**config.mk**
```make
export PLATFORM = sky130hd
export DESIGN_NAME = ro_freq_meter
export DESIGN_NICKNAME = d
export VERILOG_FILES = /design/src/rtl/ro_freq_meter.sv
export SDC_FILE = /design/constraint.sdc
export NUM_CORES = 1
export LEC_CHECK = 0
export CAP_MARGIN = 10
export CORE_ASPECT_RATIO = 1.25
export CORE_MARGIN = 4
export CORE_UTILIZATION = 65
export CTS_CLUSTER_SIZE = 28
export DETAILED_ROUTE_END_ITERATION = 7
export DONT_BUFFER_PORTS = 1
export GPL_TIMING_DRIVEN = 0
export PLACE_DENSITY_LB_ADDON = 0.25
export SLEW_MARGIN = 20
export SYNTH_ARGS = -nofsm -noshare
export SYNTH_HDL_FRONTEND = slang
export SYNTH_SLANG_ARGS = --single-unit
```
**constraint.sdc**
```tcl
create_clock -name clk -period 6.3 [get_ports clk]
set_clock_uncertainty 0.05 [all_clocks]
set_input_delay 1.575 -clock clk [delete_from_list [all_inputs] [get_ports clk]]
set_output_delay 1.575 -clock clk [all_outputs]
set_load 0.01 [all_outputs]
```
**src/rtl/ro_freq_meter.sv**
```systemverilog
// ro_freq_meter: gated, saturating edge counter for one of N_CH ring oscillators.
// Define RO_FM_CONT_EN to enable continuous re-arming via ui_in[7].
module ro_freq_meter #(
  parameter int N_CH     = 4,
  parameter int CNT_W    = 16,
  parameter int WIN_LOG2 = 10
) (
  input  logic            clk,
  input  logic            rst_n,
  input  logic [N_CH-1:0] ro_in,
  input  logic [7:0]      ui_in,
  output logic [7:0]      uo_out
);
  typedef enum logic [1:0] {IDLE, ARM, GATE, LATCH} state_t;
  state_t state_q, state_d;
  logic [N_CH-1:0] s1_q, s2_q, s3_q, pulse_q, s1_d, s2_d, s3_d, pulse_d;
  logic [3:0] ch_q, ch_d;
  logic [CNT_W-1:0] cnt_q, cnt_d, result_q, result_d;
  logic [WIN_LOG2-1:0] win_q, win_d;
  logic done_q, done_d, ovf_q, ovf_d, start_q, start_d;
  logic start, cont, pulse_sel, busy;
  logic [15:0] pulse_ext;
  logic [23:0] res_ext;
`ifdef RO_FM_CONT_EN
  assign cont = ui_in[7];
`else
  logic unused_cont;
  assign unused_cont = ui_in[7];
  assign cont = 1'b0;
`endif
  // zero-padding makes channels >= N_CH read as a constant-0 input
  assign pulse_ext = 16'(pulse_q);
  assign pulse_sel = pulse_ext[ch_q];
  assign res_ext = 24'(result_q);
  assign start = ui_in[0] & ~start_q;
  assign busy = state_q != IDLE;
  always_comb begin
    s1_d = ro_in;
    s2_d = s1_q;
    s3_d = s2_q;
    pulse_d = s2_q & ~s3_q;
    start_d = ui_in[0];
    state_d = state_q;
    ch_d = ch_q;
    cnt_d = cnt_q;
    result_d = result_q;
    win_d = win_q;
    done_d = done_q;
    ovf_d = ovf_q;
    case (state_q)
      IDLE: if (start) begin
        ch_d = ui_in[4:1];
        cnt_d = '0;
        done_d = 1'b0;
        ovf_d = 1'b0;
        state_d = ARM;
      end
      ARM: begin
        win_d = '0;
        state_d = GATE;
      end
      GATE: begin
        win_d = win_q + 1'b1;
        if (pulse_sel) begin
          if (&cnt_q) ovf_d = 1'b1;
          else cnt_d = cnt_q + 1'b1;
        end
        if (&win_q) state_d = LATCH;
      end
      LATCH: begin
        result_d = cnt_q;
        done_d = 1'b1;
        state_d = cont ? ARM : IDLE;
        if (cont) begin
          cnt_d = '0;
          ch_d = ui_in[4:1];
        end
      end
      default: state_d = IDLE;
    endcase
  end
  always_ff @(posedge clk) begin
    if (!rst_n) begin
      state_q <= IDLE;
      s1_q <= '0;
      s2_q <= '0;
      s3_q <= '0;
      pulse_q <= '0;
      start_q <= 1'b0;
      ch_q <= '0;
      cnt_q <= '0;
      result_q <= '0;
      win_q <= '0;
      done_q <= 1'b0;
      ovf_q <= 1'b0;
    end else begin
      state_q <= state_d;
      s1_q <= s1_d;
      s2_q <= s2_d;
      s3_q <= s3_d;
      pulse_q <= pulse_d;
      start_q <= start_d;
      ch_q <= ch_d;
      cnt_q <= cnt_d;
      result_q <= result_d;
      win_q <= win_d;
      done_q <= done_d;
      ovf_q <= ovf_d;
    end
  end
  always_comb
    uo_out = ui_in[6:5] == 2'd0 ? res_ext[7:0] :
             ui_in[6:5] == 2'd1 ? res_ext[15:8] :
             ui_in[6:5] == 2'd2 ? res_ext[23:16] :
             {busy, done_q, ovf_q, 1'b0, ch_q};
endmodule

```
==> metrics <==
Max Freq=about 230 MHz; ANT nets after route=0; CTS tree=yes; type of the worst setup path=input port to output port; RSZ-0062 raised after global routing=no; Initial Utilization=0.682; start point of the worst hold path=s3_q[2]; TritonCTS Buffers=9; R2R Setup Slk=3.89 ns; average size of a mapped cell=between 9 and 10 µm²; worst path arrival time=2.72 ns; Via density=a little over 6; Iteration-0 DRC Markers=222; Mapped Cells=328; #FFs+latches synth=67; crit path capture type=output port; Final Max Tran Viols=0; Chip Height=approximately 84 µm; DP HPWL=approximately 5 mm; largest net degree at the start of global routing=13; Clock Latency Late Sink=0.35 ns; Fillers=about 320; drt total wl=6.96 mm; VDD IR max=0.216 mV; gr usage total=0.256; multi-input logic area=1580 µm²; r2r startpoint=cnt_q[0]; post-route clock period utilization=0.689; synth warn=0; worst rel slew slack=0.492; Vias=2504; top cell type by total area after synthesis=dfxtp_1; asr flop ratio synth=0; Syn Nets=~350; layout cells sized above 1=0.0930; CTS Sinks=67; Post-synth EDFFs=0; Synth Cell Area=3040 µm²; drt first pass iters=5; status=complete, no violations; Min-Delay Path Depth=1; WP data required=4.68 ns; Max Buffers Root-to-Sink=2; main flop type after synthesis=dfxtp_1; Worst Hold End=pulse_q[2]; CTS resizes=0; Max-cap violations=0; crit-path max FO=9; die area=5840 µm²; Post-Route Setup TNS=0 ns; cell row count=27; mux contribution to synthesized area=0.103; I/O pin cnt=22; total gr overflow=0; Synth area leaders=dfxtp_1, mux2i_1, nor2b_1, nand2_1, and2_1; Synth Area in Compound Gates=0.131; PortBufs=0; LEAKAGE=roughly 1.2 nW; Seq/Total Area, Yosys=0.441; area share of the largest cell type after synthesis=0.441; pre-CTS setup slack=just under 2 ns; HP Class=register to register; CTS root buf=clkbuf_8; htree depth=3; Hold Fails Final Rpt=0; Synth-to-Final Area Change=9.35%; CTS Hold Bufs=0; Residual DRC=0; post-CTS setup buffer count=0; vias in the first global route=2493; Setup Viol. Count Final=0; first-pass GRT wire length=11.8 mm; power per cell area=332 nW/µm²; simple-gate share of the synthesized area=0.251; layout net count=358; antenna violations before repair=0; Die Wd=between 60 and 70 µm; crit start category=input port; number of diodes=0; number of distinct library cells after synthesis=54; Adder-Cell Fraction of Synth Area=0.0206; clock-pin slew on the worst setup and hold paths=0.07 ns; GPL Wtd Cong=approximately 0.93; post-synthesis xor/xnor area fraction=0.0144; Core Region=about 4500 µm²; total area of sequential cells=1340 µm²; worst slew pin tran=0.755 ns; fin worst setup slack=1.96 ns; Reg-to-Reg End=cnt_q[1]; average routed wire per standard cell=17.3 µm; worst reg2reg path depth=8; crit path time final=4.34 ns; combinational family with the most area after synthesis=simple AND/OR/NAND/NOR gates
## final cells by class
class                   instances  area share
inverters                       8     0.00904
plain buffers                  18      0.0267
flip-flops and latches         67       0.404
multi-input cells             235       0.475
clock inverters                 5      0.0181
clock buffers                  11      0.0456
well taps                      58      0.0218
## cell usage in the layout, fill, tap and decap left out, drive strengths merged, types with 5 or more instances in the layout
| cell | count |
|---|---|
| a211oi | 5 |
| a21oi | 8 |
| and2 | 16 |
| buf | 5 |
| clkbuf | 24 |
| dfxtp | 67 |
| ha | 5 |
| inv | 9 |
| mux2i | 29 |
| nand2 | 30 |
| nand3 | 10 |
| nand4 | 5 |
| nor2 | 15 |
| nor2b | 24 |
| nor3 | 6 |
| nor4 | 6 |
| o21ai | 21 |
| o22ai | 5 |
## Yosys cell counts (2+ instances only)
master and instances:
a211oi_1 5, a21boi_0 3, a21oi_1 8, a32o_1 2, and2_1 16, buf_2 2
clkbuf_1 13, dfxtp_1 67, ha_1 5, inv_1 8, mux2_2 2, mux2i_1 29
nand2_1 30, nand2b_1 3, nand3_1 9, nand3b_1 2, nand4_1 5, nand4b_1 4
nor2_1 14, nor2b_1 24, nor3_1 6, nor3b_1 2, nor4_1 6, o21ai_0 18
o21ai_1 2, o221a_2 2, o22ai_1 5, o311ai_0 2, o311ai_1 2, or3_1 3
or3b_2 3, xor2_1 4
## how the worst max path moves through the flow
stage / cells past startpoint / to / slack [ns] / from
floorplan: 5 / uo_out[0] / 2.15 / ui_in[5]
global placement: 5 / uo_out[6] / 2.00 / ui_in[5]
detailed placement: 5 / uo_out[5] / 1.96 / ui_in[5]
CTS: 5 / uo_out[5] / 1.95 / ui_in[5]
global route: 5 / uo_out[3] / 1.80 / ui_in[5]
finish: 5 / uo_out[5] / 1.96 / ui_in[5]
## metal layers
metal	GRT usage	routed length [µm]
met5	0	0
met4	0.165	306
met3	0.0778	447
met2	0.432	3440
met1	0.275	2760
## power breakdown
| part | total [mW] | internal, mW | switching, mW |
|---|---|---|---|
| sequential | 0.455 | 0.441 | 0.0141 |
| clock | 0.375 | 0.206 | 0.169 |
| combinational | 0.273 | 0.0910 | 0.182 |
## kinds of logic after synthesis
family,Yosys count
and+or+nand+nor,135
DFF,67
AOI/OAI and AO/OA,59
muxes,31
buffers and inverters,26
xor gates and xnor gates,5
adders and majority gates,5
## registers in the layout (all words and copies together) (netlist names)
register	cells
s1_q	4
ch_q	4
done_q	1
ovf_q	1
s2_q	4
pulse_q	4
state_q	2
start_q	1
cnt_q	16
result_q	16
win_q	10
s3_q	4
## critical path, cell delays in order
cell and delay (ns):
clkbuf_1 0.42, and2_1 0.20, clkbuf_1 0.24, nand2_1 0.10, o21ai_0 0.18
## through the flow
step | utilization | cell area [µm²] | instances | power, mW | hold WS, ns
floorplan | - | 3040 | 328 | 0.666 | 0.317
global placement | 0.698 | 3110 | 386 | 0.721 | 0.320
detailed placement | 0.698 | 3110 | 386 | 0.731 | 0.323
CTS | 0.745 | 3320 | 402 | 1.10 | 0.333
global route | 0.745 | 3320 | 402 | 1.16 | 0.353
finish | 0.745 | 3320 | 402 | 1.10 | 0.332
No activity file was read; power rests on OpenSTA's default activity.
